File: src/rtl/e_result_hex_tx_if.sv
// rtl/e_result_hex_tx_if.sv - byte-wide ASCII output stream between e_result_hex_tx and its sink
// Signals:
//   tx_data   8  ASCII character (driven by master)
//   tx_valid  1  tx_data valid (driven by master)
//   tx_ready  1  sink accepts; transfer when tx_valid & tx_ready (driven by slave)
// Modports: master (transmitter side), slave (sink side).
interface e_result_hex_tx_if;
  logic [7:0] tx_data;
  logic       tx_valid;
  logic       tx_ready;

  modport master (output tx_data, output tx_valid, input tx_ready);
  modport slave  (input tx_data, input tx_valid, output tx_ready);
endinterface

File: src/rtl/e_result_hex_tx.sv
// rtl/e_result_hex_tx.sv - runs e_calc once per kick and streams its captured result as ASCII hex
// Purpose: pulses calc_start, waits for calc_done, captures calc_result, then emits 4*WORDS hex
//   characters, most-significant word first, over the tx stream. Optional feature macro
//   E_HEX_TX_EOL_EN appends CR (0x0D) and LF (0x0A) after the last digit.
// Parameters: WORDS (16-bit result words, 1..64), UPPER (1: 'A'-'F', 0: 'a'-'f').
// Ports:
//   clk, rst     clock, asynchronous active-high reset
//   kick         request one calculation + transmission (acted on only in IDLE)
//   calc_start   one-cycle start pulse to e_calc
//   calc_done    e_calc completion (pulse or level)
//   calc_result  [15:0] x WORDS, index WORDS-1 most significant
//   tx           master side of the ASCII byte stream
//   busy         high whenever not IDLE
//   sent         one-cycle pulse after the final character transfers
module e_result_hex_tx #(
  parameter int WORDS = 32,
  parameter bit UPPER = 1'b1
) (
  input  logic                    clk,
  input  logic                    rst,
  input  logic                    kick,
  output logic                    calc_start,
  input  logic                    calc_done,
  input  logic [15:0]             calc_result [0:WORDS-1],
  e_result_hex_tx_if.master       tx,
  output logic                    busy,
  output logic                    sent
);

  localparam int NCHARS = 4 * WORDS;
  localparam int IW     = $clog2(4 * WORDS + 1);

  typedef enum logic [2:0] {S_IDLE, S_START, S_WAIT, S_SEND, S_EOL} state_t;

  state_t        state_q, state_d;
  logic [IW-1:0] char_idx_q, char_idx_d;
  logic [15:0]   buffer_q [0:WORDS-1];
  logic [15:0]   buffer_d [0:WORDS-1];
  logic [7:0]    tx_data_q, tx_data_d;
  logic          tx_valid_q, tx_valid_d;
  logic          sent_q, sent_d;

  logic [IW-1:0] next_idx;
  logic [IW-1:0] next_word;
  logic [15:0]   next_word_val;
  logic          last_char;
  logic          xfer;

  function automatic logic [7:0] hex_ascii(input logic [3:0] n);
    if (n < 4'd10) return 8'h30 + {4'h0, n};
    else           return (UPPER ? 8'h37 : 8'h57) + {4'h0, n};
  endfunction

  function automatic logic [3:0] nibble(input logic [15:0] w, input logic [1:0] pos);
    case (pos)
      2'd0:    return w[15:12];
      2'd1:    return w[11:8];
      2'd2:    return w[7:4];
      default: return w[3:0];
    endcase
  endfunction

  // tx_data is registered, so the character after the current one is prepared here
  // and loaded on the transfer edge.
  always_comb begin
    next_idx      = char_idx_q + IW'(1);
    next_word     = IW'(WORDS - 1) - (next_idx >> 2);
    next_word_val = '0;
    for (int w = 0; w < WORDS; w++) begin
      if (next_word == IW'(w)) next_word_val = buffer_q[w];
    end
    last_char = (char_idx_q == IW'(NCHARS - 1));
    xfer      = tx_valid_q & tx.tx_ready;
  end

  always_comb begin
    state_d    = state_q;
    char_idx_d = char_idx_q;
    buffer_d   = buffer_q;
    tx_data_d  = tx_data_q;
    tx_valid_d = tx_valid_q;
    sent_d     = 1'b0;
    case (state_q)
      S_IDLE: begin
        if (kick) state_d = S_START;
      end
      S_START: begin
        state_d = S_WAIT;
      end
      S_WAIT: begin
        if (calc_done) begin
          // First character comes straight from the input since the buffer loads on this edge.
          buffer_d   = calc_result;
          char_idx_d = '0;
          tx_data_d  = hex_ascii(calc_result[WORDS-1][15:12]);
          tx_valid_d = 1'b1;
          state_d    = S_SEND;
        end
      end
      S_SEND: begin
        if (xfer) begin
          if (last_char) begin
            char_idx_d = '0;
`ifdef E_HEX_TX_EOL_EN
            tx_data_d  = 8'h0D;
            state_d    = S_EOL;
`else
            tx_data_d  = 8'h00;
            tx_valid_d = 1'b0;
            sent_d     = 1'b1;
            state_d    = S_IDLE;
`endif
          end else begin
            char_idx_d = next_idx;
            tx_data_d  = hex_ascii(nibble(next_word_val, next_idx[1:0]));
          end
        end
      end
`ifdef E_HEX_TX_EOL_EN
      S_EOL: begin
        // The character on the wire tells CR from LF; no extra counter needed.
        if (xfer) begin
          if (tx_data_q == 8'h0D) begin
            tx_data_d = 8'h0A;
          end else begin
            tx_data_d  = 8'h00;
            tx_valid_d = 1'b0;
            sent_d     = 1'b1;
            state_d    = S_IDLE;
          end
        end
      end
`endif
      default: state_d = S_IDLE;
    endcase
  end

  always_ff @(posedge clk or posedge rst) begin
    if (rst) begin
      state_q    <= S_IDLE;
      char_idx_q <= '0;
      tx_data_q  <= '0;
      tx_valid_q <= 1'b0;
      sent_q     <= 1'b0;
      for (int w = 0; w < WORDS; w++) buffer_q[w] <= '0;
    end else begin
      state_q    <= state_d;
      char_idx_q <= char_idx_d;
      tx_data_q  <= tx_data_d;
      tx_valid_q <= tx_valid_d;
      sent_q     <= sent_d;
      buffer_q   <= buffer_d;
    end
  end

  assign calc_start  = (state_q == S_START);
  assign busy        = (state_q != S_IDLE);
  assign sent        = sent_q;
  assign tx.tx_data  = tx_data_q;
  assign tx.tx_valid = tx_valid_q;

endmodule
File: src/flat_wrapper.sv
// flat-port wrapper written by rule: the top's interface ports become plain ports
module e_result_hex_tx_flat 
#(
  parameter int WORDS = 32,
  parameter bit UPPER = 1'b1
)
  (clk, rst, kick, calc_start, calc_done, calc_result, busy, sent, tx_tx_data, tx_tx_valid, tx_tx_ready);
  e_result_hex_tx_if tx_i ();
  input  logic clk;
  input  logic rst;
  input  logic kick;
  output logic calc_start;
  input  logic calc_done;
  input  logic [15:0] calc_result[0:WORDS-1];
  output logic busy;
  output logic sent;
  output wire logic [$bits(tx_i.tx_data)-1:0] tx_tx_data;
  output wire logic [$bits(tx_i.tx_valid)-1:0] tx_tx_valid;
  input wire logic [$bits(tx_i.tx_ready)-1:0] tx_tx_ready;
  assign tx_tx_data = tx_i.tx_data;
  assign tx_tx_valid = tx_i.tx_valid;
  assign tx_i.tx_ready = tx_tx_ready;
  e_result_hex_tx #(.WORDS(WORDS), .UPPER(UPPER)) u_core (.clk(clk), .rst(rst), .kick(kick), .calc_start(calc_start), .calc_done(calc_done), .calc_result(calc_result), .tx(tx_i), .busy(busy), .sent(sent));
endmodule
File: config.mk
export PLATFORM = sky130hd
export DESIGN_NAME = e_result_hex_tx_flat
export DESIGN_NICKNAME = d
export VERILOG_FILES = /design/src/rtl/e_result_hex_tx_if.sv /design/src/rtl/e_result_hex_tx.sv /design/src/flat_wrapper.sv
export SDC_FILE = /design/constraint.sdc
export NUM_CORES = 1
export LEC_CHECK = 0
export ABC_CLOCK_PERIOD_IN_PS = 23200
export CORE_MARGIN = 2
export CORE_UTILIZATION = 45
export CTS_BUF_LIST = sky130_fd_sc_hd__clkbuf_4 sky130_fd_sc_hd__clkbuf_8 sky130_fd_sc_hd__clkbuf_16
export DETAILED_ROUTE_END_ITERATION = 7
export PLACE_DENSITY = 0.69
export SLEW_MARGIN = 40
export SYNTH_ARGS = -nofsm -noshare
export SYNTH_HDL_FRONTEND = slang
export SYNTH_SLANG_ARGS = --single-unit
File: constraint.sdc
create_clock -name clk -period 23.2 [get_ports clk]
set_input_delay 4.64 -clock clk [delete_from_list [all_inputs] [get_ports clk]]
set_output_delay 4.64 -clock clk [all_outputs]
set_load 0.01 [all_outputs]
Yosys cells after proc, flatten, opt, wreduce, memory -nomap -nowiden --
Cells that the tools add are included.
Cells by class: eq/ne operators 41, mux-type cells 58, reduce and logical (&&, ||, !) cells 9, bitwise operators 1, add/subtract/negate cells 6, magnitude comparators 2
Operators with widths (number):
- 2-to-1 mux 16 bit | 32
- == test 8 x 5 -> 1 bit, second input constant | 16
- == test 8 x 4 -> 1 bit, second input constant | 8
- 2-to-1 mux 8 bit | 8
- == test 8 x 3 -> 1 bit, second input constant | 4
- one-hot mux 8 bit (2 select lines) | 2
- adder 6 x 4 -> 7 bit, first input constant | 4
- == test 8 x 2 -> 1 bit, second input constant | 2
- 2-to-1 mux 3 bit | 4
- 2-to-1 mux 4 bit | 3
- one-hot mux 3 bit (4 select lines) | 1
- one-hot mux 4 bit (3 select lines) | 1
- adder 8 x 1 -> 8 bit, second input constant | 1
- == test 8 x 1 -> 1 bit, second input constant | 1
- == test 8 x 7 -> 1 bit, second input constant | 1
- zero test 8 bit | 1
- < comparator 4 bit, second input constant | 2
- AND reduction 4 bit | 2
- subtractor 5 x 6 -> 7 bit, first input constant | 1
- == test 3 x 2 -> 1 bit, second input constant | 2
- 2-to-1 mux 1 bit | 6
- inequality test 2 x 1 -> 1 bit, second input constant | 2
- inequality test 2 bit, second input constant | 2
- == test 3 x 1 -> 1 bit, second input constant | 1
- 10 further kinds | 10
Word-level totals: flip-flop bits (word level) 533, input port bits 517

Logic depth before layout (Yosys ltp) --
Gate-level depths: netlist of run 1.
word-level depth 44, gate-level depth with buffers 19, depth with buffers taken out 15

Worst setup path after synthesis of run 1 --
OpenSTA, ideal clock, no wires.
path kind input port to flip-flop, from in calc_done, to reg u_core.buffer_q[100] (netlist bit), setup time 0.125 ns, stages 5, arrival time 5.981 ns, path slack 17.095 ns, cells stage by stage nand2_1 -> clkbuf_1 -> clkbuf_1 -> clkbuf_1 -> mux2_2
On the way: cells in the longest elaborated chain, start to end 1
RTL lines:
- start: declaration | RTL line flat_wrapper.sv:13 | input logic calc_done;
- AND reduction 2 bit (no source line)
- end signal: assignment | RTL line e_result_hex_tx.sv:152 | buffer_q <= buffer_d;
- end: declaration | RTL line e_result_hex_tx.sv:37 | logic [15:0] buffer_q [0:WORDS-1];
No other way between the ends. A chain may end at the register's enable or synchronous reset.

Worst setup path after layout of run 1 --
from in calc_done, to reg u_core.buffer_q[64] (netlist bit)
The elaborated chain is that of the path after synthesis.

==> results of run 1 <==
## cell families after synthesis
kind of cell,count (synthesis),synth area share [%]
multiplexers,550,23.5
AND/OR/NAND/NOR,372,6.94
flip-flops,531,50.2
XOR/XNOR,8,0.293
other,1,0.0142
AO/OA/AOI/OAI,543,15.3
adder cells (fa/ha/maj),11,0.520
buffers and inverters,179,3.19
## registers in the layout, summed over array words and instances (netlist names)
signal              flops
u_core.buffer_q       512
u_core.char_idx_q       8
u_core.sent             1
u_core.state_q          2
u_core.tx.tx_data       7
u_core.tx.tx_valid      1
## cells in the mapped netlist (6+ instances only)
| library cell | instances | area [sq um] |
|---|---|---|
| and2_1 | 10 | 62.6 |
| nand2b_1 | 7 | 43.8 |
| a221o_1 | 11 | 110 |
| o22ai_1 | 33 | 206 |
| o2bb2ai_1 | 8 | 70.1 |
| a22o_1 | 21 | 184 |
| mux2i_1 | 25 | 250 |
| nand4_1 | 16 | 100 |
| o221ai_1 | 17 | 149 |
| nor3_1 | 27 | 135 |
| buf_2 | 42 | 210 |
| a21oi_1 | 80 | 400 |
| o211ai_1 | 17 | 128 |
| o32ai_1 | 6 | 52.6 |
| ha_1 | 11 | 138 |
| buf_6 | 9 | 101 |
| nor2_1 | 76 | 285 |
| a222oi_1 | 16 | 160 |
| a31oi_1 | 21 | 131 |
| a221oi_1 | 27 | 236 |
| buf_4 | 14 | 105 |
| o2111ai_1 | 6 | 52.6 |
| and3_1 | 26 | 163 |
| o21ai_0 | 84 | 420 |
| a22oi_1 | 48 | 360 |
| a32oi_1 | 7 | 61.3 |
| a211oi_1 | 25 | 188 |
| inv_1 | 17 | 63.8 |
| a21o_1 | 7 | 52.6 |
| mux4_2 | 6 | 135 |
| clkbuf_1 | 77 | 289 |
| xnor2_1 | 6 | 52.6 |
| dfrtp_1 | 531 | 13300 |
| nor2b_1 | 7 | 43.8 |
| nand3_1 | 43 | 215 |
| o31ai_1 | 7 | 52.6 |
| mux2_2 | 519 | 5840 |
| a2111oi_0 | 18 | 158 |
| buf_1 | 18 | 67.6 |
| nand2_1 | 121 | 454 |
## worst register-to-register path: cells and delay by family, from the launching register on
kind | cells | cell delay (ns)
AOI/OAI and AO/OA | 7 | 2.34
DFF | 1 | 0.93
and+or+nand+nor | 5 | 1.45
buffers and inverters | 3 | 0.91
adders and majority gates | 2 | 0.96
## final cells by class
cell class / instances / share of cell area, %
well taps: 765 / 2.77
clock buffers: 79 / 4.86
diodes: 8 / 0.0579
inverters: 19 / 0.242
repair buffers: 583 / 16.9
flip-flops and latches: 531 / 38.4
clock inverters: 23 / 0.662
multi-input cells: 1485 / 36.1
## metrics by stage
step | cells | instance area, sq um | power, mW
floorplan | 2195 | 26500 | 2.50
global placement | 3378 | 32500 | 2.87
detailed placement | 3380 | 32600 | 2.94
CTS | 3482 | 34500 | 3.87
global route | 3489 | 34600 | 4.07
finish | 3493 | 34600 | 3.89
## report_power, final
| group | switching, mW | leakage [nW] | total, mW | internal [mW] |
|---|---|---|---|---|
| Combinational | 0.550 | 6.61 | 1.25 | 0.703 |
| Clock | 0.399 | 0.960 | 0.928 | 0.529 |
| Sequential | 0.312 | 6.29 | 1.71 | 1.40 |
| Total | 1.26 | 13.9 | 3.89 | 2.63 |
## layer usage
| metal | vias up | GRT usage, % |
|---|---|---|
| li1 | 9331 | - |
| met4 | 24 | 16.7 |
| met5 | - | 0 |
| met2 | 1273 | 53.8 |
| met3 | 281 | 8.54 |
| met1 | 11200 | 45.3 |
## worst min-delay path by stage
stage                                 to  slack (ns)
finish              u_core.buffer_q[276]        0.50
global route        u_core.buffer_q[159]        0.51
CTS                 u_core.buffer_q[342]        0.50
detailed placement   u_core.buffer_q[13]        0.49
global placement     u_core.buffer_q[13]        0.47
floorplan            u_core.buffer_q[13]        0.45
==> impl_metrics.env, run 1 <==
export IMPL_max_cap_violations=0
export IMPL_drt_initial_drc_count=2477
export IMPL_syn2layout_area_growth_pct=30.6
export IMPL_rsz0062_at_grt="no"
export IMPL_drt_first_pass_iters=6
export IMPL_async_flop_share_pct=100
export IMPL_fin_crit_ns=7.19
export IMPL_finalSetupTns_ns=0
export IMPL_cts_tree="yes"
export IMPL_grt_max_degree=166
export IMPL_io_pins=529
export IMPL_start_util_pct=45.7
export IMPL_synth_edf_count=0
export IMPL_cts_sinks=531
export IMPL_topRoutingLayerUsed="met5"
export IMPL_vias=22100
export IMPL_worst_slack_ns=16.01
export IMPL_critPathMaxFanout=96
export IMPL_critical_path_top_delay_family="buffers and inverters"
export IMPL_whs_ns=0.503
export IMPL_drive_above_1_share_pct=27.7
export IMPL_worstRegToRegCells=17
export IMPL_hold_buffers=0
export IMPL_wl_met3_mm=10.7
export IMPL_ys_warn_count=0
export IMPL_syn_inst=2195
export IMPL_clk_pin_slew_ns=0.06
export IMPL_die_x_um=247
export IMPL_setup_viol=0
export IMPL_viasPerCell=6.32
export IMPL_reg2reg_from="u_core.char_idx_q[1]"
export IMPL_nets=3205
export IMPL_drt_wl_total_mm=107
export IMPL_p_leak_nw=13.9
export IMPL_die_area_sq_um=60800
export IMPL_cp_startpoint="calc_done"
export IMPL_layout_common_cells="dfrtp_1 (529), clkdlybuf4s50_1 (527), mux2_2 (519)"
export IMPL_portBuffers=527
export IMPL_grt_pass1_vias=22400
export IMPL_hold_class="flip-flop to flip-flop"
export IMPL_multi_input_area_sq_um=12500
export IMPL_end_kind="flip-flop"
export IMPL_die_y_um=247
export IMPL_maxSlewViolCount=0
export IMPL_crit_slowest_cell="buf_4"
export IMPL_p_per_area_nw_per_um2=113
export IMPL_postCtsResizedCells=0
export IMPL_synth_cell_types=102
export IMPL_antenna_left=0
export IMPL_rows=88
export IMPL_final_common_cell="dfrtp_1"
export IMPL_grt_pass1_wl_mm=151
export IMPL_timing_fmax_ghz=0.139
export IMPL_fin_skew_ns=0.0330
export IMPL_cts_setup_buffers=0
export IMPL_fin_crit_sh_pct=31.0
export IMPL_synth_seq_cells=531
export IMPL_core_area_sq_um=57900
export IMPL_syn_num_nets=2723
export IMPL_ir_drop_v=0.0000810
export IMPL_antenna_found_initial=21
export IMPL_path_cells="clkdlybuf4s50_1 -> nand2_4 -> buf_4 -> buf_12 -> buf_16 -> mux2_2"
export IMPL_setup_worst_path_start_class="input port"
export IMPL_globalRouteTotalUtil_pct=34.6
export IMPL_pre_cts_ws_ns=15.47
export IMPL_synth_ff_type="dfrtp_1"
export IMPL_ff_latch_area_sq_um=13300
export IMPL_routedWlPerCell_um=30.7
export IMPL_critPathArrivalTime_ns=7.70
export IMPL_syn_area_sq_um=26500
export IMPL_place_gp_congestion=0.928
export IMPL_fillerInstances=4710
export IMPL_wl_met1_mm=41.5
export IMPL_path_depth=6
export IMPL_cts_buffers=57
export IMPL_required_ns=23.71
export IMPL_outcome="completed"
export IMPL_dp_hpwl_mm=78.1
export IMPL_drc=0
export IMPL_r2r_end="u_core.tx.tx_data[6]"
export IMPL_critical_path_endpoint="u_core.buffer_q[64]"
export IMPL_relSlewSlack_pct=35.3
export IMPL_clockBufferDepth=3
export IMPL_hold_path_depth=1
export IMPL_hold_violations=0
export IMPL_clockRootBuffer="clkbuf_16"
export IMPL_critPathBufInv=4
export IMPL_dr_wl_met2_mm=49.1
export IMPL_seq_area_frac_synth_pct=50.2
export IMPL_grt_ovfl_total=0
export IMPL_postLayoutCoreUtil_pct=59.7
export IMPL_tightest_slew_ns=0.971
export IMPL_criticalPathCategory="input port to flip-flop"
export IMPL_syn_mean_instance_area_sq_um=12.1
export IMPL_rrSetupSlack_ns=16.44
export IMPL_cpPeakStageDelay_ns=0.72
export IMPL_hold_start="u_core.buffer_q[276]"
export IMPL_cts_max_level=2
export IMPL_insertion_delay_ns=0.65
Note: power is estimated with default switching activity, not from simulation.
==> run 2: changes to the inputs <==
- ABC_CLOCK_PERIOD_IN_PS: 23200 -> 7000
- clock period: 23.2 -> 7 ns (I/O delays scaled with it)
==> run 2 against run 1 <==
Compared with the run above:
- core utilization grew 0.12 points
- the run now ends with design-rule violations left
- sequential share of layout area shrank 0.075 points
- largest cell class unchanged
- worst hold slack gained 0.0039 ns
==> impl_metrics.env, run 2 (synthesis gave the netlist of run 1 again) <==
export IMPL_outcome="finished, violations left"
export IMPL_violations="design-rule violations"
export IMPL_grt_max_degree=154
export IMPL_critPathMaxFanout=34
export IMPL_timing_fmax_ghz=0.176
export IMPL_drive_above_1_share_pct=27.8
export IMPL_tightest_slew_ns=0.913
export IMPL_die_y_um=247
export IMPL_largest_reg_flops=512
export IMPL_vias=22400
export IMPL_clk_pin_slew_ns=0.06
export IMPL_grt_ovfl_total=0
export IMPL_whs_ns=0.507
export IMPL_ff_latch_area_sq_um=13300
export IMPL_postCtsResizedCells=0
export IMPL_die_x_um=247
export IMPL_grt_pass1_vias=22700
export IMPL_fin_crit_sh_pct=81.0
export IMPL_place_gp_congestion=0.998
export IMPL_cts_setup_buffers=0
export IMPL_required_ns=7.49
export IMPL_p_total_mw=13.6
export IMPL_cts_buffers=55
export IMPL_dp_hpwl_mm=88.8
export IMPL_end_kind="flip-flop"
export IMPL_criticalPathCategory="flip-flop to flip-flop"
export IMPL_rrSetupSlack_ns=1.33
export IMPL_rsz0062_at_grt="no"
export IMPL_drc=6
export IMPL_fin_crit_ns=5.67
export IMPL_setup_viol=0
export IMPL_rows=88
export IMPL_layout_common_cells="dfrtp_1 (528), clkdlybuf4s50_1 (527), mux2_2 (519)"
export IMPL_io_pins=529
export IMPL_clockRootBuffer="clkbuf_16"
export IMPL_globalRouteTotalUtil_pct=37.6
export IMPL_cts_sinks=531
export IMPL_layout_cells_non_filler=3487
export IMPL_max_cap_violations=0
export IMPL_hold_violations=0
export IMPL_drt_initial_drc_count=2887
export IMPL_top_register="u_core.buffer_q"
export IMPL_fillerInstances=4729
export IMPL_start_util_pct=45.7
export IMPL_cts_max_level=2
export IMPL_maxSlewViolCount=0
export IMPL_drt_first_pass_iters=8
export IMPL_setup_worst_path_start_class="flip-flop"
export IMPL_n_antenna_cell=0
export IMPL_grt_pass1_wl_mm=163
export IMPL_pre_cts_ws_ns=1.49
export IMPL_viasPerCell=6.42
export IMPL_ir_drop_v=0.000258
export IMPL_hold_class="flip-flop to flip-flop"
export IMPL_worst_slack_ns=1.33
export IMPL_die_area_sq_um=60800
export IMPL_antenna_found_initial=4
export IMPL_p_leak_nw=13.9
export IMPL_insertion_delay_ns=0.64
export IMPL_p_per_area_nw_per_um2=393
export IMPL_relSlewSlack_pct=37.6
export IMPL_dp_cells=3383
export IMPL_routedWlPerCell_um=33.1
export IMPL_clockBufferDepth=3
export IMPL_antenna_left=0
export IMPL_drt_wl_total_mm=115
export IMPL_hold_buffers=0
export IMPL_final_common_cell="dfrtp_1"
export IMPL_core_area_sq_um=57900
export IMPL_nets=3205
export IMPL_syn2layout_area_growth_pct=30.9
export IMPL_fin_skew_ns=0.0394
export IMPL_portBuffers=527
export IMPL_critPathArrivalTime_ns=6.16
export IMPL_multi_input_area_sq_um=12500
export IMPL_cts_tree="yes"
==> run 2: cell type report <==
class / count / area share (%)
multi-input cells: 1485 / 36.1
clock inverters: 30 / 1.13
inverters: 19 / 0.217
repair buffers: 585 / 16.9
flip-flops and latches: 531 / 38.4
well taps: 765 / 2.76
clock buffers: 72 / 4.55
==> run 2: worst max-delay path, cell delays in order, from the launching register on <==
cell	delay (ns)
dfrtp_1	0.89
ha_4	0.43
buf_4	0.45
nand2b_1	0.34
nor3_2	0.15
nor2_2	0.14
buf_4	0.36
nor3_4	0.20
a32o_1	0.26
a2111oi_0	0.64
nand4_1	0.36
o2111ai_1	0.31
a31o_2	0.24
ha_1	0.19
nor2_1	0.05
o211a_1	0.21
a221o_1	0.29
==> run 2: routing by layer <==
metal	GRT usage (%)	share of wire, %	up-vias
li1	-	-	9339
met1	53.1	42	11500
met2	59.2	46	1316
met3	5.84	8.1	247
met4	12.4	3.6	4
met5	0	0.023	-
==> run 2: worst paths after layout <==
kind / from / end / cells after the start
max in group asynchronous: rst / u_core.buffer_q[418] / 5
min reg2reg: u_core.buffer_q[504] / u_core.buffer_q[504] / 1
max reg2reg: u_core.char_idx_q[1] / u_core.tx.tx_data[6] / 16
min: u_core.buffer_q[504] / u_core.buffer_q[504] / 1
max: u_core.char_idx_q[1] / u_core.tx.tx_data[6] / 16
min in group asynchronous: rst / u_core.buffer_q[64] / 2
==> run 2: power breakdown <==
| part | total (mW) | internal, mW | switching (mW) |
|---|---|---|---|
| clock network | 3.17 | 1.89 | 1.28 |
| registers | 6.33 | 4.64 | 1.69 |
| logic | 4.13 | 2.34 | 1.79 |
==> run 2: stage by stage <==
stage / area, sq um / TNS (ns) / util [%]
2_1_floorplan: 26500 / -859.21 / -
3_3_place_gp: 32500 / 0 / 56.1
3_5_place_dp: 32600 / 0 / 56.3
6_report: 34700 / 0 / 59.8
5_1_grt: 34700 / 0 / 59.8
4_1_cts: 34600 / 0 / 59.8
